## src/rtl/cpu_pkg.sv

```systemverilog
// Shared CPU definitions: condition-flag bit positions and the default flag-word width.
package cpu_pkg;
    localparam int FLAG_W_DEF = 4;
    localparam int FLAG_C = 0;
    localparam int FLAG_Z = 1;
    localparam int FLAG_S = 2;
    localparam int FLAG_V = 3;
endpackage

```

## src/rtl/flag_stack.sv

```systemverilog
// Parametrised LIFO holding saved flag words; qualifies push/pop and reports misuse events.
module flag_stack
    import cpu_pkg::*;
#(
    parameter int W           = FLAG_W_DEF,
    parameter int STACK_DEPTH = 4,
    parameter int CW          = $clog2(STACK_DEPTH + 1)
) (
    input  logic          clk,
    input  logic          rst,
    input  logic          push,
    input  logic          pop,
    input  logic [W-1:0]  din,
    output logic [W-1:0]  dout,
    output logic          do_pop,
    output logic [CW-1:0] count,
    output logic          full,
    output logic          empty,
    output logic          ovf_evt,
    output logic          unf_evt
);
    localparam int AW = (STACK_DEPTH > 1) ? $clog2(STACK_DEPTH) : 1;
    localparam logic [CW-1:0] DEPTH_C = CW'(STACK_DEPTH);

    logic [W-1:0]  mem [STACK_DEPTH];
    logic [CW-1:0] top_idx;
    logic          do_push;

    assign full    = (count == DEPTH_C);
    assign empty   = (count == '0);
    // Simultaneous push and pop cancel out: nothing moves and no error is flagged.
    assign do_push = push & ~pop & ~full;
    assign do_pop  = pop & ~push & ~empty;
    assign ovf_evt = push & ~pop & full;
    assign unf_evt = pop & ~push & empty;
    assign top_idx = count - CW'(1);
    assign dout    = mem[top_idx[AW-1:0]];

    always_ff @(posedge clk or posedge rst) begin
        if (rst) begin
            count <= '0;
        end else if (do_push) begin
            count <= count + CW'(1);
        end else if (do_pop) begin
            count <= count - CW'(1);
        end
    end

    always_ff @(posedge clk) begin
        if (do_push) begin
            mem[count[AW-1:0]] <= din;
        end
    end
endmodule

```

## src/rtl/flag_register_unit.sv

```systemverilog
// Status-flag register with per-bit write enables, shadow-stack save/restore and sticky misuse flags.
module flag_register_unit
    import cpu_pkg::*;
#(
    parameter int FLAG_W      = FLAG_W_DEF,
    parameter int STACK_DEPTH = 4
) (
    input  logic                             clk,
    input  logic                             rst,
    input  logic [FLAG_W-1:0]                flags_in,
    input  logic [FLAG_W-1:0]                flags_we,
    input  logic                             push,
    input  logic                             pop,
    input  logic                             clr_err,
    output logic [FLAG_W-1:0]                flags_out,
    output logic [$clog2(STACK_DEPTH+1)-1:0] stack_count,
    output logic                             stack_full,
    output logic                             stack_empty,
    output logic                             ovf_err,
    output logic                             unf_err
);
    localparam int CW = $clog2(STACK_DEPTH + 1);

    logic [FLAG_W-1:0] stack_top;
    logic [FLAG_W-1:0] flags_next;
    logic              do_pop;
    logic              ovf_evt;
    logic              unf_evt;

    flag_stack #(
        .W           (FLAG_W),
        .STACK_DEPTH (STACK_DEPTH),
        .CW          (CW)
    ) u_stack (
        .clk     (clk),
        .rst     (rst),
        .push    (push),
        .pop     (pop),
        .din     (flags_out),
        .dout    (stack_top),
        .do_pop  (do_pop),
        .count   (stack_count),
        .full    (stack_full),
        .empty   (stack_empty),
        .ovf_evt (ovf_evt),
        .unf_evt (unf_evt)
    );

    // A restore replaces the whole word and ignores the ALU write enables.
    always_comb begin
        flags_next = (flags_out & ~flags_we) | (flags_in & flags_we);
        if (do_pop) begin
            flags_next = stack_top;
        end
    end

    always_ff @(posedge clk or posedge rst) begin
        if (rst) begin
            flags_out <= '0;
            ovf_err   <= 1'b0;
            unf_err   <= 1'b0;
        end else begin
            flags_out <= flags_next;
            ovf_err   <= ovf_evt | (ovf_err & ~clr_err);
            unf_err   <= unf_evt | (unf_err & ~clr_err);
        end
    end
endmodule
```

## config.mk

```make
export PLATFORM = sky130hd
export DESIGN_NAME = flag_register_unit
export DESIGN_NICKNAME = d
export VERILOG_FILES = /design/src/rtl/cpu_pkg.sv /design/src/rtl/flag_stack.sv /design/src/rtl/flag_register_unit.sv
export SDC_FILE = /design/constraint.sdc
export NUM_CORES = 1
export LEC_CHECK = 0
export CORE_UTILIZATION = 53
export DETAILED_ROUTE_END_ITERATION = 6
export PLACE_DENSITY = 0.82
export SLEW_MARGIN = 20
export SYNTH_ARGS = -nofsm -noshare
export SYNTH_HDL_FRONTEND = slang
export SYNTH_HIERARCHICAL = 1
export SYNTH_SLANG_ARGS = --single-unit
export TNS_END_PERCENT = 20
```

## constraint.sdc

```tcl
create_clock -name clk -period 4.05 [get_ports clk]
set_input_delay 0.6075 -clock clk [delete_from_list [all_inputs] [get_ports clk]]
set_output_delay 0.6075 -clock clk [all_outputs]
set_load 0.005 [all_outputs]
```

# Word level (Yosys, flattened, before mapping)
# Memory sizes are Yosys's and may differ from the RTL's.
# Index checks and enable logic that the tools add are counted.
# op_classes
n_addsub	2
eq_ne	1
n_mux	5
n_bitwise	19
reduce_logical	2
# op_table
cell	count
$and 1x1->1	8
$and 4x4->4	2
$mux 3	2
$not 1->1	5
$mux 4	1
$not 4->4	1
$or 4x4->4	1
$add 3x1->3 const B	1
$eq 3x3->1 const B	1
$logic_not 3->1	1
$sub 3x1->3 const B	1
$mux 1	2
$or 1x1->1	2
$reduce_bool 2->1	1
# totals
register_bits	9
mem_bits_rw	16
in_bits	13
out_inout_bits	11
word_cells	34
n_memories	1
# mem_list
memory	words	word_bits	read_ports	rd_clocked_by_memory_dff	write_ports	line_no	rtl
u_stack.mem	4	4	1	0	1	flag_stack.sv:25	logic [W-1:0] mem [STACK_DEPTH];

# Depth between registers and ports, before layout
# Gate-level depths: netlist of the first run.
# logic_depth
ltp_word	5
ltp_mapped	7
ltp_nobuf	6

# Cells and area by module
# Netlist of the first run, hierarchy kept.
# modules_own_cells
module	instances	cells_per_inst	area_per_inst_um2	seq_area_each_um2
flag_stack	1	53	899.6	555.5
flag_register_unit	1	22	247.7	150.1

# Least setup slack after synthesis of the first run
# OpenSTA, ideal clock, no wires.
# synth_timing
path_kind	reg2reg
start	register u_stack.count[0]
end	register u_stack.count[2]
setup_ns	0.073
arrival_time_ns	1.880
t_required_ns	3.977
slack_ns	2.097
path_stages_with_launch	8
path_buffers	1
period_less_slack_ns	1.953
cell_sequence	dfrtp_1 > buf_2 > inv_1 > ha_1 > ha_1 > nor3b_2 > mux2i_1 > a21oi_2
# synth_via
elab_chain_len	4
elab_cells_between_ends	11
classes_between	2 x add/sub; 1 x eq/ne; 2 x mux; 4 x bitwise; 2 x reduce/logical
# synth_lines
element	line_no	rtl
start: declaration	flag_stack.sv:16	output logic [CW-1:0] count,
start signal: assignment	flag_stack.sv:43	count <= count + CW'(1);
start signal: assignment	flag_stack.sv:45	count <= count - CW'(1);
$logic_not 3->1	flag_stack.sv:30	assign empty = (count == '0);
named net stack_empty	flag_register_unit.sv:18	output logic stack_empty,
$not 1->1	flag_stack.sv:33	assign do_pop = pop & ~push & ~empty;
$and 1x1->1	flag_stack.sv:33	
named net do_pop	flag_register_unit.sv:26	logic do_pop;
$reduce_bool 2->1 (no source line)	--	
# The timed path passes the listed nets, and every way through them passes these cells. The select of a mux whose other input is x is not followed.
# A chain may end at the register's enable or synchronous reset.

# Worst setup path in the final report of the first run
# layout_timing
start	register u_stack.count[0]
end	output stack_empty
# layout_via
elab_chain_len	1
# layout_lines
element	line_no
$logic_not 3->1	flag_stack.sv:30
end: declaration	flag_register_unit.sv:18
# Every way passes these cells.

==> impl_metrics.py, run 1 <==
metrics = {
    "critical_path": {
        "reg2reg_setup_slack_ns": 1.70,
        "crit_path_end_kind": "output port",
        "worst-path-max-fanout": 9,
        "start_kind": "flop",
        "worst_ep_arrival_time_ns": 2.03,
        "required_ns": 3.44,
        "critPathKind": "flop to output port",
    },
    "sta": {
        "setup_viol": 0,
        "clock_skew_ns": 0.001664,
        "rsz0062_at_grt": "no",
        "hold_viol": 0,
        "fmax_ghz": 0.3790,
        "slew_headroom_pct": 47.65,
        "fin_crit_sh_pct": 65.15,
        "worst_pin_slew_ns": 0.7819,
        "tns_ns": 0,
        "worst_hold_slack_ns": 0.4691,
        "timing.final.crit_period_ns": 2.639,
        "slew_viol_final": 0,
    },
    "finish": {
        "utilization_pct": 71.63,
        "final_common_cell": "clkdlybuf4s50_1",
        "diodes": 0,
        "fin_area_sq_um": 1434,
        "layout-drive-gt1-share_pct": 17.82,
        "nFillCells": 144,
        "final_cell_mix": "clkdlybuf4s50_1 (23), edfxtp_1 (16), dfrtp_1 (9), inv_1 (7)",
        "area_growth_pct": 24.97,
        "final_nets": 121,
    },
    "detailed_routing": {
        "ant_nets": 0,
        "first_iter_violations": 13,
        "routedWlPerCell_microns": 15.77,
        "routed_wl_microns": 2018,
        "vias": 664,
        "drc": 0,
        "first_pass_iters": 4,
        "via_per_inst": 5.188,
    },
    "floorplan": {
        "pin_count": 24,
        "start_util_pct": 57.31,
        "die_x_microns": 48.53,
        "die_area_sq_um": 2355,
        "core_area_sq_um": 2002,
        "num_rows": 16,
        "die_h_microns": 48.53,
    },
    "grt": {
        "grt_remaining_overflow": 0,
        "grt_pass1_vias": 713,
        "antenna_found_initial": 0,
        "grt_max_degree": 15,
        "grt_pass1_wl_microns": 3422,
        "grtUsageTotal_pct": 20.17,
    },
    "job": {
        "maxCapViolations": 0,
    },
    "pwr": {
        "p_leak_nw": 0.6029,
        "p_clk_share_pct": 12.9,
        "pwr-share-seq_pct": 47.9,
        "powerDensity_nw_per_um2": 590.9,
        "ir_worst_vdd_uv": 503.2,
        "power_mw": 0.8473,
        "p_comb_share_pct": 39.2,
        "p_sw_mw": 0.2696,
        "p_int_mw": 0.5777,
        "p_sw_share_pct": 31.82,
    },
    "logic_synthesis": {
        "yosysSeqAreaShare_pct": 61.50,
        "yosysTopAreaCell": "edfxtp_1",
        "synth_top_cell_area_share_pct": 41.88,
        "syn_inst": 75,
        "syn-cell-area_sq_um": 1147,
        "synth_seq_cells": 25,
        "synth-warning-count": 6,
        "netlist_top_cells_area": "edfxtp_1 (42%), dfrtp_1 (20%), mux4_2 (7.9%)",
        "avgSynthCellArea_sq_um": 15.30,
        "syn-num-nets": 94,
        "synth.distinct_cells": 20,
    },
    "outcome": {
        "status": "completed",
    },
    "placement": {
        "place_area_sq_um": 1406,
        "gp_congestion": 0.7252,
        "portBuffers": 23,
        "dp_hpwl_microns": 1499,
    },
    "clock_network": {
        "tritoncts": "built",
        "clock_sinks": 25,
        "cts_hold_buf": 0,
        "post_cts_buffers": 0,
        "cts_root_buf": "clkbuf_4",
        "cts_buffer_depth": 2,
        "htreeDepth": 1,
        "numCtsBuffers": 3,
        "clock_latency_ns": 0.32,
        "cts_resized": 0,
        "clk_pin_slew_ns": 0.13,
    },
    "min_path": {
        "hold_class": "primary input to asynchronous set/reset pin",
    },
}
area by class of cell:
class / instances / area (sq um) / area share (%)
repair buffers: 23 / 230.2 / 16.06
inverters: 7 / 26.28 / 1.832
clock buffers: 3 / 22.52 / 1.571
well taps: 27 / 33.78 / 2.356
multi-input cells: 42 / 410.4 / 28.62
clock inverters: 1 / 5.005 / 0.3490
flip-flops and latches: 25 / 705.7 / 49.21
power groups by stage:
stage / Combinational (mW) / Clock [mW] / Sequential [mW]
2_1_floorplan: 0.215 / 0 / 0.390
3_3_place_gp: 0.330 / 0 / 0.409
3_5_place_dp: 0.334 / 0 / 0.414
4_1_cts: 0.335 / 0.115 / 0.408
5_1_grt: 0.363 / 0.122 / 0.420
6_report: 0.332 / 0.109 / 0.406
logic make-up (layout without fill, tap and decap cells):
family / Yosys count / after routing / synth area share, %
compound gates: 10 / 10 / 6.980
xor+xnor: 1 / 1 / 0.7635
fa+ha+maj: 6 / 6 / 6.543
buf+inv: 8 / 34 / 2.726
flops: 25 / 25 / 61.51
mux: 10 / 10 / 13.09
simple gates: 15 / 15 / 8.397
final timing paths:
| check | from | end | depth (start not counted) |
|---|---|---|---|
| min reg2reg | unf_err | unf_err | 1 |
| min | rst | u_stack/count[2] | 2 |
| max | u_stack/count[0] | stack_empty | 4 |
| max reg2reg | u_stack/count[0] | u_stack/count[2] | 6 |
| max in group asynchronous | rst | asynchronous set/reset pin | 2 |
| min in group clk | unf_err | unf_err | 1 |
through the flow:
stage | std cells | setup WS [ns]
after detailed placement | 124 | 1.710
after CTS | 128 | 1.385
final | 128 | 1.411
after global placement | 124 | 1.813
after global routing | 128 | 1.268
after floorplan | 75 | 2.097
synth_stat cells, drive strengths merged:
cell type and instances:
ha 6, nor3b 1, nor2 2, mux4 4
xnor2 1, a21o 2, edfxtp 16, nand2b 1
a32o 1, a211o 1, inv 7, buf 1
nand2 6, and2 4, mux2i 6, and3b 1
a21oi 2, o21ai 4, dfrtp 9
critical path, cell delays in order, from the launching register on:
cell and delay [ns]:
dfrtp_1 0.63, inv_1 0.17, ha_1 0.24, ha_1 0.22
clkdlybuf4s50_1 0.46
routing by layer:
layer,share of wire [%],GRT usage (%),up-vias,wire length [microns]
met5,0,0,-,0
met4,0.64,2.941,0,13
met3,6.3,5.660,2,127
met2,50,36.85,18,1000
met1,43,24.19,324,876
li1,-,-,320,-
No activity file was read; power rests on OpenSTA's default activity.
==> inputs of run 2 (changes only) <==
CORE_UTILIZATION = 44   (was 53)
PLACE_DENSITY = 0.73   (was 0.82)
clock period = 2.17 ns   (was 4.05 ns; I/O delays follow)
==> impl_metrics.py, run 2 (same netlist as run 1, synthesis figures left out) <==
metrics = {
    "sta": {
        "fin_crit_sh_pct": 95.78,
        "tns_ns": 0,
        "rsz0062_at_grt": "no",
        "setup_viol": 0,
        "fmax_ghz": 0.4811,
        "slew_headroom_pct": 81.31,
        "slew_viol_final": 0,
        "timing.final.crit_period_ns": 2.078,
        "worst_pin_slew_ns": 0.2800,
        "hold_viol": 0,
        "clock_skew_ns": 0.008835,
    },
    "grt": {
        "grt_pass1_wl_microns": 3077,
        "grtUsageTotal_pct": 16.11,
        "grt_remaining_overflow": 0,
        "antenna_found_initial": 0,
        "use_met2_pct": 28.27,
        "grt_pass1_vias": 696,
        "met3_usage_pct": 5.460,
        "grt_max_degree": 16,
        "busiest_layer": "met2",
        "grt_use_met1_pct": 19.29,
    },
    "clock_network": {
        "clock_latency_ns": 0.32,
        "cts_buffer_depth": 2,
        "numCtsBuffers": 3,
        "tritoncts": "built",
        "clock_sinks": 25,
        "cts_root_buf": "clkbuf_4",
        "clk_pin_slew_ns": 0.13,
        "htreeDepth": 1,
    },
    "pwr": {
        "p_sw_mw": 0.5170,
        "p_leak_nw": 0.6139,
        "p_int_mw": 1.109,
        "powerDensity_nw_per_um2": 1112,
        "p_comb_share_pct": 42.7,
        "pwr-share-seq_pct": 44.3,
        "ir_worst_vdd_uv": 1001,
        "p_clk_share_pct": 13.0,
        "p_sw_share_pct": 31.80,
    },
    "detailed_routing": {
        "via_per_inst": 4.993,
        "first_iter_violations": 12,
        "first_pass_iters": 6,
        "vias": 669,
        "ant_nets": 0,
        "routed_wl_microns": 1965,
        "routedWlPerCell_microns": 14.66,
        "drc": 1,
    },
    "finish": {
        "utilization_pct": 59.04,
        "final_cell_mix": "clkdlybuf4s50_1 (23), edfxtp_1 (16), dfrtp_1 (9), inv_1 (7)",
        "fin_area_sq_um": 1463,
        "instances_no_fill": 134,
        "final_common_cell": "clkdlybuf4s50_1",
        "layout-drive-gt1-share_pct": 20.19,
        "area_growth_pct": 27.48,
        "final_nets": 124,
        "diodes": 0,
    },
    "placement": {
        "gp_congestion": 0.6714,
        "dp_hpwl_microns": 1507,
        "portBuffers": 23,
        "place_area_sq_um": 1425,
        "dpl.cell_count": 129,
    },
    "floorplan": {
        "core_area_sq_um": 2477,
        "pin_count": 24,
        "die_area_sq_um": 2816,
        "start_util_pct": 46.31,
        "die_x_microns": 53.07,
        "die_h_microns": 53.07,
        "num_rows": 18,
    },
    "critical_path": {
        "crit_path_end_kind": "output port",
        "start_kind": "flop",
        "worst-path-max-fanout": 4,
        "r2r_end": "u_stack/count[2]",
        "reg2regPathDepth": 7,
        "reg2reg_setup_slack_ns": 0.60,
        "r2r_start": "u_stack/count[0]",
        "critPathKind": "flop to output port",
        "cp-startpoint": "u_stack/count[1]",
        "worst_ep_arrival_time_ns": 1.75,
        "required_ns": 1.84,
    },
    "outcome": {
        "status": "complete, but fails checks",
        "violations": "design-rule violations",
    },
    "job": {
        "maxCapViolations": 0,
    },
    "min_path": {
        "hold_class": "primary input to asynchronous set/reset pin",
    },
}
==> run 2: changes by cell type in the layout (fill, tap and decap cells not counted) <==
cell        change
clkinvlp_4      +1
buf_4           +3
clkinv_2        -1
==> run 2: worst max-delay path by stage <==
stage,end,slack [ns],cells past startpoint
after global placement,stack_empty,0.41,4
after floorplan,u_stack/count[2],0.22,7
final,stack_empty,0.09,4
after CTS,stack_empty,0.008,4
after global routing,stack_empty,0.03,4
after detailed placement,stack_empty,0.39,4
==> run 2: critical path: stages (launching register included) <==
cell and delay (ns):
dfrtp_1 0.40, inv_1 0.11, ha_1 0.20, ha_1 0.21, clkdlybuf4s50_1 0.52
==> run 2: area by class of cell <==
type / instances / area (sq um)
Clock inverter: 1 / 7.507
Clock buffer: 3 / 22.52
Fill cell: 205 / 1015
Timing Repair Buffer: 26 / 252.7
Multi-Input combinational cell: 42 / 410.4
Inverter: 7 / 26.28
Sequential cell: 25 / 705.7
Tap cell: 30 / 37.54
==> run 2: through the flow <==
stage / hold slack (ns) / setup slack [ns] / power, mW
6_report: 0.1780 / 0.09161 / 1.626
5_1_grt: 0.1816 / 0.02761 / 1.730
4_1_cts: 0.1738 / 0.008007 / 1.634
3_5_place_dp: 0.4744 / 0.3928 / 1.420
3_3_place_gp: 0.4602 / 0.4129 / 1.409
2_1_floorplan: 0.07914 / 0.2168 / 1.129
==> run 2: timing repair <==
item | in CTS | in global routing
gates resized for setup | 0 | 0
hold buffers | 0 | 0
setup buffers | 0 | 1
setup endpoints to repair | 0 | 2
==> run 2: power by group through the flow <==
| stage | Sequential [mW] | Combinational, mW | Clock, mW |
|---|---|---|---|
| 6_report | 0.720 | 0.695 | 0.211 |
| 3_3_place_gp | 0.738 | 0.671 | 0 |
| 2_1_floorplan | 0.727 | 0.401 | 0 |
| 3_5_place_dp | 0.743 | 0.676 | 0 |
| 5_1_grt | 0.734 | 0.762 | 0.233 |
| 4_1_cts | 0.732 | 0.683 | 0.218 |
==> run 2: routing by layer <==
layer / wire [microns] / vias up
met4: 13 / 0
met5: 0 / -
met3: 92 / 2
li1: - / 325
met2: 979 / 21
met1: 879 / 321
==> inputs of run 3 (changes only) <==
CTS_CLUSTER_DIAMETER = 80   (was unset)
==> results of run 3 <==
The final DEF is identical to that of run 2; final timing and power are the same.
